## src/rtl/perf_counter_copy_arbiter_pkg.sv

```systemverilog
// Shared definitions for the perf-counter copy arbiter: FSM encoding,
// requester indices, count widths and the round-robin pick helper.
package perf_mon_pkg;

  localparam int PROG_CNT_W  = 10;
  localparam int READ_CNT_W  = 12;
  localparam int ERASE_CNT_W = 10;
  localparam int REQ_CNT_W   = 12;

  localparam logic [1:0] SEL_PROG  = 2'd0;
  localparam logic [1:0] SEL_READ  = 2'd1;
  localparam logic [1:0] SEL_ERASE = 2'd2;

  typedef enum logic [2:0] {
    ST_IDLE      = 3'd0,
    ST_CAPTURE   = 3'd1,
    ST_DIV       = 3'd2,
    ST_PRESENT   = 3'd3,
    ST_CMPLT     = 3'd4,
    ST_DROP_WAIT = 3'd5
  } state_e;

  function automatic logic [1:0] rr_next(input logic [1:0] idx);
    return (idx >= 2'd2) ? 2'd0 : 2'(idx + 2'd1);
  endfunction

  // First asserted requester at or after ptr, in prog/read/erase order.
  function automatic logic [1:0] rr_pick(input logic [3:0] req, input logic [1:0] ptr);
    logic [1:0] idx;
    logic       found;
    rr_pick = ptr;
    idx     = ptr;
    found   = 1'b0;
    for (int k = 0; k < 3; k++) begin
      if (!found && req[idx]) begin
        rr_pick = idx;
        found   = 1'b1;
      end
      idx = rr_next(idx);
    end
  endfunction

endpackage

```

## src/rtl/perf_counter_copy_arbiter_if.sv

```systemverilog
// Snapshot bus between the arbiter (master) and the register bus (slave).
// o_snap_avg exists only when PERF_AVG_DIV_EN is defined.
interface perf_counter_copy_arbiter_if #(
  parameter int SLV_DATA_WD = 32
);
  // Handshake: the snapshot is offered while o_snap_valid=1 and held stable;
  // a cycle with o_snap_valid=1 and i_snap_ack=1 consumes it. Ack is ignored otherwise.
  logic                   o_snap_valid;
  logic [1:0]             o_snap_sel;
  logic [SLV_DATA_WD-1:0] o_snap_sum;
  logic [11:0]            o_snap_req_cnt;
`ifdef PERF_AVG_DIV_EN
  logic [SLV_DATA_WD-1:0] o_snap_avg;
`endif
  logic                   i_snap_ack;

  modport master (
    output o_snap_valid, o_snap_sel, o_snap_sum, o_snap_req_cnt,
`ifdef PERF_AVG_DIV_EN
    output o_snap_avg,
`endif
    input  i_snap_ack
  );

  modport slave (
    input  o_snap_valid, o_snap_sel, o_snap_sum, o_snap_req_cnt,
`ifdef PERF_AVG_DIV_EN
    input  o_snap_avg,
`endif
    output i_snap_ack
  );

endinterface

```

## src/rtl/perf_counter_copy_arbiter_divider.sv

```systemverilog
// perf_avg_divider: restoring divider, one quotient bit per cycle, W cycles per
// divide. o_done is high in the cycle whose edge writes the final quotient.
module perf_avg_divider #(
  parameter int W  = 32,
  parameter int DW = 12
) (
  input  logic          clk,
  input  logic          rst,
  input  logic          i_start,
  input  logic [W-1:0]  i_dividend,
  input  logic [DW-1:0] i_divisor,
  output logic          o_done,
  output logic [W-1:0]  o_quotient
);
  localparam int CW = $clog2(W + 1);

  logic          busy_q, busy_d;
  logic [CW-1:0] cnt_q, cnt_d;
  logic [W-1:0]  rem_q, rem_d;
  logic [W-1:0]  quo_q, quo_d;
  logic [W-1:0]  dvsr_q, dvsr_d;
  logic          zero_q, zero_d;
  logic [W-1:0]  result_q, result_d;

  logic [W:0]    shifted;
  logic [W:0]    diff;
  logic          take;
  logic [W-1:0]  rem_step;
  logic [W-1:0]  quo_step;

  always_comb begin
    shifted  = {rem_q, quo_q[W-1]};
    diff     = shifted - {1'b0, dvsr_q};
    take     = (shifted >= {1'b0, dvsr_q});
    rem_step = take ? diff[W-1:0] : shifted[W-1:0];
    quo_step = {quo_q[W-2:0], take};
  end

  always_comb begin
    busy_d   = busy_q;
    cnt_d    = cnt_q;
    rem_d    = rem_q;
    quo_d    = quo_q;
    dvsr_d   = dvsr_q;
    zero_d   = zero_q;
    result_d = result_q;
    if (i_start) begin
      busy_d = 1'b1;
      cnt_d  = CW'(W);
      rem_d  = '0;
      quo_d  = i_dividend;
      dvsr_d = {{(W-DW){1'b0}}, i_divisor};
      zero_d = (i_divisor == '0);
    end else if (busy_q) begin
      rem_d = rem_step;
      quo_d = quo_step;
      cnt_d = cnt_q - CW'(1);
      if (cnt_q == CW'(1)) begin
        busy_d   = 1'b0;
        // Divide-by-zero reports 0 rather than the all-ones restoring result.
        result_d = zero_q ? '0 : quo_step;
      end
    end
  end

  always_ff @(posedge clk or posedge rst) begin
    if (rst) begin
      busy_q   <= 1'b0;
      cnt_q    <= '0;
      rem_q    <= '0;
      quo_q    <= '0;
      dvsr_q   <= '0;
      zero_q   <= 1'b0;
      result_q <= '0;
    end else begin
      busy_q   <= busy_d;
      cnt_q    <= cnt_d;
      rem_q    <= rem_d;
      quo_q    <= quo_d;
      dvsr_q   <= dvsr_d;
      zero_q   <= zero_d;
      result_q <= result_d;
    end
  end

  assign o_done     = busy_q && (cnt_q == CW'(1));
  assign o_quotient = result_q;

endmodule

```

## src/rtl/perf_counter_copy_arbiter.sv

```systemverilog
// Round-robin copy-out arbiter for the prog/read/erase perf counters.
// Define PERF_AVG_DIV_EN to add the DIV state and the sum/req_cnt average.
module perf_counter_copy_arbiter
  import perf_mon_pkg::*;
#(
  parameter int         SLV_DATA_WD = 32,
  parameter logic [1:0] RR_INIT     = 2'd0
) (
  input  logic                   i_bus_clk,
  input  logic                   i_bus_rst,
  input  logic                   i_prog_ready,
  input  logic                   i_read_ready,
  input  logic                   i_erase_ready,
  input  logic [SLV_DATA_WD-1:0] i_prog_cnt,
  input  logic [SLV_DATA_WD-1:0] i_read_cnt,
  input  logic [SLV_DATA_WD-1:0] i_erase_cnt,
  input  logic [PROG_CNT_W-1:0]  i_prog_req_cnt,
  input  logic [READ_CNT_W-1:0]  i_read_req_cnt,
  input  logic [ERASE_CNT_W-1:0] i_erase_req_cnt,
  output logic                   o_prog_cp_cmplt,
  output logic                   o_read_cp_cmplt,
  output logic                   o_erase_cp_cmplt,
  output logic                   o_busy,
  output state_e                 o_dbg_state,
  perf_counter_copy_arbiter_if.master snap
);

  state_e                 state_q, state_d;
  logic [1:0]             ptr_q, ptr_d;
  logic [1:0]             sel_q, sel_d;
  logic                   valid_q, valid_d;
  logic [SLV_DATA_WD-1:0] sum_q, sum_d;
  logic [REQ_CNT_W-1:0]   req_q, req_d;
  logic [2:0]             cmplt_q, cmplt_d;

  logic [3:0]             ready_vec;
  logic [1:0]             grant;
  logic [SLV_DATA_WD-1:0] cap_sum;
  logic [REQ_CNT_W-1:0]   cap_req;
  logic                   div_done;

  assign ready_vec = {1'b0, i_erase_ready, i_read_ready, i_prog_ready};
  assign grant     = rr_pick(ready_vec, ptr_q);

  always_comb begin
    cap_sum = sum_q;
    cap_req = req_q;
    case (sel_q)
      SEL_PROG:  begin cap_sum = i_prog_cnt;  cap_req = {2'b00, i_prog_req_cnt};  end
      SEL_READ:  begin cap_sum = i_read_cnt;  cap_req = i_read_req_cnt;           end
      SEL_ERASE: begin cap_sum = i_erase_cnt; cap_req = {2'b00, i_erase_req_cnt}; end
      default:   ;
    endcase
  end

`ifdef PERF_AVG_DIV_EN
  logic [SLV_DATA_WD-1:0] avg;

  perf_avg_divider #(
    .W  (SLV_DATA_WD),
    .DW (REQ_CNT_W)
  ) u_div (
    .clk        (i_bus_clk),
    .rst        (i_bus_rst),
    .i_start    (state_q == ST_CAPTURE),
    .i_dividend (cap_sum),
    .i_divisor  (cap_req),
    .o_done     (div_done),
    .o_quotient (avg)
  );

  assign snap.o_snap_avg = avg;
`else
  assign div_done = 1'b0;
`endif

  always_comb begin
    state_d = state_q;
    ptr_d   = ptr_q;
    sel_d   = sel_q;
    valid_d = valid_q;
    sum_d   = sum_q;
    req_d   = req_q;
    cmplt_d = '0;
    case (state_q)
      ST_IDLE: begin
        if (|ready_vec) begin
          sel_d   = grant;
          ptr_d   = rr_next(grant);
          state_d = ST_CAPTURE;
        end
      end
      ST_CAPTURE: begin
        sum_d = cap_sum;
        req_d = cap_req;
`ifdef PERF_AVG_DIV_EN
        state_d = ST_DIV;
`else
        state_d = ST_PRESENT;
        valid_d = 1'b1;
`endif
      end
      ST_DIV: begin
        if (div_done) begin
          state_d = ST_PRESENT;
          valid_d = 1'b1;
        end
      end
      ST_PRESENT: begin
        if (snap.i_snap_ack) begin
          valid_d = 1'b0;
          cmplt_d = 3'(3'b001 << sel_q);
          state_d = ST_CMPLT;
        end
      end
      ST_CMPLT: state_d = ST_DROP_WAIT;
      // Hold here until the granted counter drops ready so one copy is never granted twice.
      ST_DROP_WAIT: begin
        if (!ready_vec[sel_q]) state_d = ST_IDLE;
      end
      default: begin
        state_d = ST_IDLE;
        valid_d = 1'b0;
      end
    endcase
  end

  always_ff @(posedge i_bus_clk or posedge i_bus_rst) begin
    if (i_bus_rst) begin
      state_q <= ST_IDLE;
      ptr_q   <= RR_INIT;
      sel_q   <= '0;
      valid_q <= 1'b0;
      sum_q   <= '0;
      req_q   <= '0;
      cmplt_q <= '0;
    end else begin
      state_q <= state_d;
      ptr_q   <= ptr_d;
      sel_q   <= sel_d;
      valid_q <= valid_d;
      sum_q   <= sum_d;
      req_q   <= req_d;
      cmplt_q <= cmplt_d;
    end
  end

  assign snap.o_snap_valid   = valid_q;
  assign snap.o_snap_sel     = sel_q;
  assign snap.o_snap_sum     = sum_q;
  assign snap.o_snap_req_cnt = req_q;

  assign o_prog_cp_cmplt  = cmplt_q[0];
  assign o_read_cp_cmplt  = cmplt_q[1];
  assign o_erase_cp_cmplt = cmplt_q[2];
  assign o_busy           = (state_q != ST_IDLE);
  assign o_dbg_state      = state_q;

endmodule

```

## src/flat_wrapper.sv

```systemverilog
// flat-port wrapper written by rule: the top's interface ports become plain ports
module perf_counter_copy_arbiter_flat import perf_mon_pkg::*;
#(
  parameter int         SLV_DATA_WD = 32,
  parameter logic [1:0] RR_INIT     = 2'd0
)
  (i_bus_clk, i_bus_rst, i_prog_ready, i_read_ready, i_erase_ready, i_prog_cnt, i_read_cnt, i_erase_cnt, i_prog_req_cnt, i_read_req_cnt, i_erase_req_cnt, o_prog_cp_cmplt, o_read_cp_cmplt, o_erase_cp_cmplt, o_busy, o_dbg_state, snap_o_snap_valid, snap_o_snap_sel, snap_o_snap_sum, snap_o_snap_req_cnt, snap_i_snap_ack);
  perf_counter_copy_arbiter_if #(.SLV_DATA_WD(SLV_DATA_WD)) snap_i ();
  input  logic i_bus_clk;
  input  logic i_bus_rst;
  input  logic i_prog_ready;
  input  logic i_read_ready;
  input  logic i_erase_ready;
  input  logic [SLV_DATA_WD-1:0] i_prog_cnt;
  input  logic [SLV_DATA_WD-1:0] i_read_cnt;
  input  logic [SLV_DATA_WD-1:0] i_erase_cnt;
  input  logic [PROG_CNT_W-1:0] i_prog_req_cnt;
  input  logic [READ_CNT_W-1:0] i_read_req_cnt;
  input  logic [ERASE_CNT_W-1:0] i_erase_req_cnt;
  output logic o_prog_cp_cmplt;
  output logic o_read_cp_cmplt;
  output logic o_erase_cp_cmplt;
  output logic o_busy;
  output state_e o_dbg_state;
  output wire logic [$bits(snap_i.o_snap_valid)-1:0] snap_o_snap_valid;
  output wire logic [$bits(snap_i.o_snap_sel)-1:0] snap_o_snap_sel;
  output wire logic [$bits(snap_i.o_snap_sum)-1:0] snap_o_snap_sum;
  output wire logic [$bits(snap_i.o_snap_req_cnt)-1:0] snap_o_snap_req_cnt;
  input wire logic [$bits(snap_i.i_snap_ack)-1:0] snap_i_snap_ack;
  assign snap_o_snap_valid = snap_i.o_snap_valid;
  assign snap_o_snap_sel = snap_i.o_snap_sel;
  assign snap_o_snap_sum = snap_i.o_snap_sum;
  assign snap_o_snap_req_cnt = snap_i.o_snap_req_cnt;
  assign snap_i.i_snap_ack = snap_i_snap_ack;
  perf_counter_copy_arbiter #(.SLV_DATA_WD(SLV_DATA_WD), .RR_INIT(RR_INIT)) u_core (.i_bus_clk(i_bus_clk), .i_bus_rst(i_bus_rst), .i_prog_ready(i_prog_ready), .i_read_ready(i_read_ready), .i_erase_ready(i_erase_ready), .i_prog_cnt(i_prog_cnt), .i_read_cnt(i_read_cnt), .i_erase_cnt(i_erase_cnt), .i_prog_req_cnt(i_prog_req_cnt), .i_read_req_cnt(i_read_req_cnt), .i_erase_req_cnt(i_erase_req_cnt), .o_prog_cp_cmplt(o_prog_cp_cmplt), .o_read_cp_cmplt(o_read_cp_cmplt), .o_erase_cp_cmplt(o_erase_cp_cmplt), .o_busy(o_busy), .o_dbg_state(o_dbg_state), .snap(snap_i));
endmodule
```

## config.mk

```make
export PLATFORM = sky130hd
export DESIGN_NAME = perf_counter_copy_arbiter_flat
export DESIGN_NICKNAME = d
export VERILOG_FILES = /design/src/rtl/perf_counter_copy_arbiter_pkg.sv /design/src/rtl/perf_counter_copy_arbiter_if.sv /design/src/rtl/perf_counter_copy_arbiter_divider.sv /design/src/rtl/perf_counter_copy_arbiter.sv /design/src/flat_wrapper.sv
export SDC_FILE = /design/constraint.sdc
export NUM_CORES = 1
export LEC_CHECK = 0
export CAP_MARGIN = 30
export CELL_PAD_IN_SITES_DETAIL_PLACEMENT = 1
export CELL_PAD_IN_SITES_GLOBAL_PLACEMENT = 1
export CORE_MARGIN = 2
export CORE_UTILIZATION = 25
export CTS_CLUSTER_SIZE = 24
export DETAILED_ROUTE_END_ITERATION = 8
export PLACE_DENSITY = 0.9
export SYNTH_ARGS = -nofsm -noshare
export SYNTH_HDL_FRONTEND = slang
export SYNTH_SLANG_ARGS = --single-unit
```

## constraint.sdc

```tcl
create_clock -name i_bus_clk -period 2 [get_ports i_bus_clk]
set_input_delay 0.2 -clock i_bus_clk [delete_from_list [all_inputs] [get_ports i_bus_clk]]
set_output_delay 0.2 -clock i_bus_clk [all_outputs]
set_load 0.02 [all_outputs]
```

* Word-level counts from Yosys, hierarchy flattened
Cells that the tools add are included.
Storage, ports and cells: input bits 134, word-level logic and storage cells 69, register bits 55, output and inout bits 54
Cells by class: reductions and logical operators 14, shift operators 1, eq/ne operators 10, order comparisons 7, bitwise gates (word level) 2, add/subtract/negate cells 3, multiplexer cells 25
Operators by type and width (number):
- one-hot mux 32 bit (3 select lines) | 1
- one-hot mux 12 bit (3 select lines) | 1
- one-hot mux 3 bit (6 select lines) | 1
- 2-to-1 mux 3 bit | 5
- less-than comparator 2 x 3 -> 1 bit (second input constant) | 4
- 2-to-1 mux 2 bit | 5
- binary-select mux 1 bit (select 2 bit) | 4
- 2-to-1 mux 1 bit | 7
- adder 2 x 1 -> 2 bit (second input constant) | 3
- equality test 3 x 2 -> 1 bit (second input constant) | 2
- equality test 3 bit (second input constant) | 2
- greater-or-equal comparator 2 bit (second input constant) | 3
- AND reduction 2 bit | 3
- nonzero test 3 bit | 2
- inequality test 2 bit (second input constant) | 2
- AND reduction 4 bit | 1
- OR reduction 4 bit | 1
- equality test 3 x 1 -> 1 bit (second input constant) | 1
- logical NOT 3 bit | 1
- one-hot mux 1 bit (3 select lines) | 1
- OR reduction 3 bit | 1
- left shift 1 x 2 -> 3 bit (first input constant) | 1
- equality test 2 x 1 -> 1 bit (second input constant) | 1
- equality test 2 bit (second input constant) | 1
- other kinds (5) | 8

* Depth between registers and ports, before layout
Gate-level depths: netlist of run 1.
depth in word-level cells 11, mapped depth 8, gate-level depth less buffers 6

* Worst setup path before layout of run 1
No wires, ideal clock.
path type register to register, start register u_core.sel_q[0], in the netlist u_core.snap.o_snap_sel[0], end register u_core.req_q[0], in the netlist u_core.snap.o_snap_req_cnt[0], library setup time 0.128 ns, clock period less this slack 1.838 ns, arrival time 1.710 ns, data required time 1.872 ns, cell stages (with the launch flop) 8, setup slack 0.162 ns, path buffers 2, cell sequence dfrtp_1 > inv_1 > ha_1 > clkbuf_1 > clkbuf_1 > nand2_1 > o21ai_0 > o21ai_0
On the way: longest elaborated chain between the ends 3, elaborated cells on any way between the ends 6, classes of those cells eq/ne (2); mux (1); reduce/logical (3)
Ends and longest elaborated chain:
- start, declared | RTL line perf_counter_copy_arbiter.sv:30 | logic [1:0] sel_q, sel_d;
- start signal, assigned | RTL line perf_counter_copy_arbiter.sv:140 | sel_q <= sel_d;
- equality test 2 x 1 -> 1 bit (tied with other cells) | RTL line perf_counter_copy_arbiter.sv:48 | case (sel_q)
- nonzero test 3 bit (no line)
- AND reduction 2 bit (no line)
- end signal, assigned | RTL line perf_counter_copy_arbiter.sv:143 | req_q <= req_d;
- end, declared | RTL line perf_counter_copy_arbiter.sv:33 | logic [REQ_CNT_W-1:0] req_q, req_d;
Several ways; a longest one is shown, not always the timed one. A chain may end at the register's enable or synchronous reset.

* Worst setup path after layout of run 1
start register u_core.state_q[2], in the netlist u_core.o_dbg_state[2], end output port o_busy
On the way: longest elaborated chain between the ends 1
Ends and longest elaborated chain:
- start, declared | RTL line perf_counter_copy_arbiter.sv:28 | state_e state_q, state_d;
- start signal, assigned | RTL line perf_counter_copy_arbiter.sv:138 | state_q <= state_d;
- nonzero test 3 bit | RTL line perf_counter_copy_arbiter.sv:156 | assign o_busy = (state_q != ST_IDLE);
- end, declared | RTL line flat_wrapper.sv:23 | output logic o_busy;
No other way between the ends.

==> metrics.txt, run 1 <==
# TYPE chip_impl_metric gauge
chip_impl_metric{name="first_global_vias",unit=""} 3467
chip_impl_info{name="synth_area_leader_cell",value="sky130_fd_sc_hd__dfrtp_1"} 1
chip_impl_metric{name="ctsLongestPathBuffers",unit=""} 2
chip_impl_metric{name="power.net_switching",unit="mW"} 3.47
chip_impl_metric{name="drt-vias-per-instance",unit=""} 4.85
chip_impl_metric{name="synth_area_per_cell",unit="µm²"} 8.37
chip_impl_metric{name="cp_data_required_time",unit="ns"} 1.80
chip_impl_metric{name="setup_violators_final",unit=""} 0
chip_impl_metric{name="postSynthRegisterBits",unit=""} 55
chip_impl_metric{name="drc",unit=""} 0
chip_impl_info{name="status",value="finished, final reports clean"} 1
chip_impl_metric{name="global_route.usage.total",unit="%"} 16.8
chip_impl_metric{name="wirelength",unit="µm"} 10600
chip_impl_metric{name="count_of_antenna_violating_nets_left_after_detailed_routing",unit=""} 0
chip_impl_metric{name="timing.fmax",unit="MHz"} 512
chip_impl_metric{name="area_delta_synth_final",unit="%"} 76.0
chip_impl_metric{name="postSynthCellCount",unit=""} 349
chip_impl_metric{name="finalHoldViolations",unit=""} 0
chip_impl_metric{name="maxCapViolCount",unit=""} 0
chip_impl_metric{name="postPlaceCellArea",unit="µm²"} 4990
chip_impl_metric{name="hold_slack",unit="ns"} 0.286
chip_impl_info{name="root_buffer",value="sky130_fd_sc_hd__clkbuf_16"} 1
chip_impl_info{name="worst_path_top_cell_family_by_delay",value="buffers and inverters"} 1
chip_impl_metric{name="gr-total-overflow",unit=""} 0
chip_impl_metric{name="port-buffer-count",unit=""} 187
chip_impl_metric{name="fin_skew",unit="ns"} 0.00280
chip_impl_metric{name="cts.hold.buffers_added",unit=""} 0
chip_impl_metric{name="yosysUniqueCellTypes",unit=""} 34
chip_impl_info{name="tritoncts",value="built"} 1
chip_impl_info{name="setup.worst_path.class",value="register to primary output"} 1
chip_impl_metric{name="final_min_period_over_clock_period",unit="%"} 97.7
chip_impl_metric{name="layout-drive-gt1-share",unit="%"} 5.34
chip_impl_metric{name="cts_sinks",unit=""} 55
chip_impl_metric{name="critPathMaxFanout",unit=""} 7
chip_impl_metric{name="floorplan.die.height",unit="µm"} 112
chip_impl_metric{name="final.min_clock_period",unit="ns"} 1.95
chip_impl_metric{name="pre_cts_setup_slack",unit="ns"} 0.210
chip_impl_info{name="hp-class",value="input port to async pin"} 1
chip_impl_metric{name="comb_power_share",unit="%"} 63.5
chip_impl_metric{name="synth.top_cell.area_share",unit="%"} 47.1
chip_impl_metric{name="num-nets-final",unit=""} 661
chip_impl_metric{name="worst_path_largest_cell_delay",unit="ns"} 0.55
chip_impl_info{name="timing.critical_path.to_type",value="primary output"} 1
chip_impl_metric{name="core.rowCount",unit=""} 39
chip_impl_metric{name="mappedNetlistArea",unit="µm²"} 2920
chip_impl_metric{name="i_o_pin_total",unit=""} 188
chip_impl_metric{name="core_area",unit="µm²"} 11400
chip_impl_metric{name="final_cell_area",unit="µm²"} 5140
chip_impl_metric{name="intPower",unit="mW"} 4.35
chip_impl_metric{name="maximum_number_of_pins_on_one_net_before_global_route_repair",unit=""} 67
chip_impl_metric{name="timing.max_slew.rel_slack",unit="%"} 78.9
chip_impl_metric{name="dr.first_iter.drc_count",unit=""} 101
chip_impl_info{name="cp_slowest_cell",value="sky130_fd_sc_hd__clkdlybuf4s50_1"} 1
chip_impl_metric{name="diodes_inserted",unit=""} 0
chip_impl_metric{name="power.share.switching",unit="%"} 44.4
chip_impl_metric{name="numCtsBuffers",unit=""} 5
chip_impl_metric{name="cp_data_arrival_time",unit="ns"} 1.75
chip_impl_metric{name="layout_setup_ws",unit="ns"} 0.0462
chip_impl_metric{name="start_util",unit="%"} 25.6
chip_impl_metric{name="power.static_leakage",unit="nW"} 2.11
chip_impl_metric{name="ctsResizeCount",unit=""} 0
chip_impl_metric{name="detailroute.via_count",unit=""} 3238
chip_impl_metric{name="clk_pin_slew_worst_paths",unit="ns"} 0.07
chip_impl_metric{name="fraction_of_the_yosys_area_taken_by_sequential_cells",unit="%"} 47.1
chip_impl_metric{name="drt-pass1-iter-count",unit=""} 4
chip_impl_info{name="rsz0062_at_grt",value="no"} 1
chip_impl_metric{name="die-area",unit="µm²"} 12600
chip_impl_metric{name="seq_power_share",unit="%"} 24.9
chip_impl_metric{name="die-width",unit="µm"} 112
chip_impl_metric{name="ir_worst_vdd",unit="mV"} 0.604
chip_impl_info{name="most_area_consuming_cells_after_synthesis",value="sky130_fd_sc_hd__dfrtp_1 47%, sky130_fd_sc_hd__o21ai_0 12%, sky130_fd_sc_hd__nand2_1 12%"} 1
chip_impl_metric{name="worst-r2r-setup-slack",unit="ns"} 0.19
chip_impl_metric{name="wl_per_cell",unit="µm"} 15.9
chip_impl_info{name="critical_path.cell_chain",value="buf_4, or3_4, clkdlybuf4s50_1"} 1
chip_impl_metric{name="postCtsSetupRepairBufs",unit=""} 0
chip_impl_metric{name="postSynthNetCount",unit=""} 487
chip_impl_metric{name="timing_max_transition_violations_final",unit=""} 0
chip_impl_metric{name="clock_insertion_delay_worst_skew",unit="ns"} 0.28
chip_impl_metric{name="clockPowerShare",unit="%"} 11.6
chip_impl_metric{name="areal_power_density_over_the_cells",unit="nW/µm²"} 1520
chip_impl_metric{name="cp_buf_inv_count",unit=""} 2
chip_impl_metric{name="dp_hpwl",unit="µm"} 8390
chip_impl_metric{name="synth_warnings",unit=""} 0
chip_impl_metric{name="finalCoreUtilization",unit="%"} 45.0
chip_impl_metric{name="slew_of_the_pin_with_the_lowest_slew_margin",unit="ns"} 0.315
chip_impl_info{name="start_kind",value="register"} 1
chip_impl_metric{name="grt_pass1_wl",unit="µm"} 17200
chip_impl_metric{name="gp_congestion",unit=""} 0.736
chip_impl_metric{name="grt_antenna_before_repair",unit=""} 0
chip_impl_metric{name="final.setup.tns",unit="ns"} 0
chip_impl_metric{name="h-tree-depth",unit=""} 2
## path summary, 6_finish.rpt
kind                                                 from                             end  depth (start not counted)
max                                 u_core.o_dbg_state[2]                          o_busy                          3
min                                             i_bus_rst      u_core.snap.o_snap_sum[31]                          3
max reg2reg                     u_core.snap.o_snap_sel[1]      u_core.snap.o_snap_sum[28]                          5
min reg2reg                u_core.snap.o_snap_req_cnt[11]  u_core.snap.o_snap_req_cnt[11]                          2
max in group asynchronous                       i_bus_rst      u_core.snap.o_snap_sum[21]                          3
min in group i_bus_clk     u_core.snap.o_snap_req_cnt[11]  u_core.snap.o_snap_req_cnt[11]                          2
## registers in the layout, indices dropped and copies added, names as in the netlist
register and flops:
u_core.snap.o_snap_req_cnt 12, u_core.snap.o_snap_valid 1, u_core.ptr_q 2, u_core.o_dbg_state 3, u_core.cmplt_q 3, u_core.snap.o_snap_sum 32, u_core.snap.o_snap_sel 2
## synth_stat cells
master                      instances
sky130_fd_sc_hd__nand2_1           91
sky130_fd_sc_hd__o21ai_0           71
sky130_fd_sc_hd__dfrtp_1           55
sky130_fd_sc_hd__a22oi_1           42
sky130_fd_sc_hd__clkbuf_1          18
sky130_fd_sc_hd__o21ai_1           18
sky130_fd_sc_hd__inv_1              7
sky130_fd_sc_hd__buf_2              5
sky130_fd_sc_hd__nand3_1            5
sky130_fd_sc_hd__ha_1               4
sky130_fd_sc_hd__and2_1             3
sky130_fd_sc_hd__buf_6              3
sky130_fd_sc_hd__clkbuf_2           3
sky130_fd_sc_hd__a21oi_1            2
sky130_fd_sc_hd__mux2_2             2
sky130_fd_sc_hd__o31ai_1            2
sky130_fd_sc_hd__a211o_1            1
sky130_fd_sc_hd__a211oi_1           1
sky130_fd_sc_hd__a21o_1             1
sky130_fd_sc_hd__a311o_1            1
sky130_fd_sc_hd__a32o_1             1
sky130_fd_sc_hd__buf_1              1
sky130_fd_sc_hd__inv_2              1
sky130_fd_sc_hd__nor2_1             1
sky130_fd_sc_hd__nor2b_1            1
sky130_fd_sc_hd__nor3_1             1
sky130_fd_sc_hd__o211a_1            1
sky130_fd_sc_hd__o21ai_2            1
sky130_fd_sc_hd__o22ai_1            1
sky130_fd_sc_hd__o2bb2ai_1          1
sky130_fd_sc_hd__o311ai_0           1
sky130_fd_sc_hd__or2_2              1
sky130_fd_sc_hd__or3_4              1
sky130_fd_sc_hd__or4_1              1
## logic make-up (layout without fill, tap and decap cells)
group           count (synthesis)  count (layout)  synth area share (%)
fa+ha+maj                       4               4                  1.71
compound gates                145             145                  29.9
simple gates                  105             105                  14.6
mux                             2               2                 0.771
buf+inv                        38             213                  6.00
flops                          55              55                  47.1
## worst min-delay path, delay by kind of cell
kind	cells	cell delay, ns
buffers and inverters	3	0.75
## routing by layer
layer / track usage (%) / vias up / wire [µm]
met2: 31.3 / 117 / 5480
met1: 18.5 / 1527 / 4090
li1: - / 1575 / -
met4: 4.80 / 0 / 255
met3: 5.02 / 19 / 776
met5: 0 / - / 0
## metrics by stage
stage | total power, mW | cells
after floorplan | 4.79 | 349
after global placement | 6.78 | 659
after detailed placement | 7.04 | 659
after CTS | 7.97 | 667
after global routing | 8.51 | 667
final | 7.81 | 667
## power by group through the flow
| stage | Sequential (mW) | Combinational, mW | Clock, mW |
|---|---|---|---|
| 2_1_floorplan | 2.56 | 2.24 | 0 |
| 3_3_place_gp | 1.94 | 4.85 | 0 |
| 3_5_place_dp | 1.98 | 5.06 | 0 |
| 4_1_cts | 1.96 | 5.08 | 0.940 |
| 5_1_grt | 2.02 | 5.52 | 0.976 |
| 6_report | 1.95 | 4.96 | 0.906 |
## placed cells by master, fill, tap and decap left out, types with 2 or more instances in the layout
| cell | count |
|---|---|
| sky130_fd_sc_hd__inv_1 | 6 |
| sky130_fd_sc_hd__clkdlybuf4s50_1 | 187 |
| sky130_fd_sc_hd__ha_2 | 3 |
| sky130_fd_sc_hd__o21ai_1 | 18 |
| sky130_fd_sc_hd__o21ai_0 | 71 |
| sky130_fd_sc_hd__a21oi_1 | 2 |
| sky130_fd_sc_hd__buf_4 | 4 |
| sky130_fd_sc_hd__clkbuf_8 | 2 |
| sky130_fd_sc_hd__a22oi_1 | 42 |
| sky130_fd_sc_hd__o31ai_1 | 2 |
| sky130_fd_sc_hd__dfrtp_1 | 55 |
| sky130_fd_sc_hd__mux2_2 | 2 |
| sky130_fd_sc_hd__clkbuf_16 | 5 |
| sky130_fd_sc_hd__nand3_1 | 5 |
| sky130_fd_sc_hd__buf_12 | 6 |
| sky130_fd_sc_hd__nand2_1 | 91 |
| sky130_fd_sc_hd__and2_1 | 3 |
| sky130_fd_sc_hd__inv_2 | 2 |
## area by class of cell
class	count	area [µm²]
fill	1330	6280
timing repair buffer	197	2020
multi-input combinational	256	1380
sequential	55	1380
tap	143	179
clock buffer	8	156
inverter	8	30.0
No activity file was read; power rests on OpenSTA's default activity.
==> inputs of run 2 (changes only) <==
--- a/config.mk
+++ b/config.mk
@@ -13,6 +13,7 @@
 export CTS_CLUSTER_SIZE = 24
 export DETAILED_ROUTE_END_ITERATION = 8
 export PLACE_DENSITY = 0.9
+export SLEW_MARGIN = 20
 export SYNTH_ARGS = -nofsm -noshare
 export SYNTH_HDL_FRONTEND = slang
 export SYNTH_SLANG_ARGS = --single-unit
==> results of run 2 <==
Same layout as run 1: the final DEF is identical, and so are final timing and power.
==> inputs of run 3 (changes only) <==
--- a/config.mk
+++ b/config.mk
@@ -17,3 +17,4 @@
 export SYNTH_ARGS = -nofsm -noshare
 export SYNTH_HDL_FRONTEND = slang
 export SYNTH_SLANG_ARGS = --single-unit
+export TNS_END_PERCENT = 50
==> results of run 3 <==
Same layout as run 1: the final DEF is identical, and so are final timing and power.
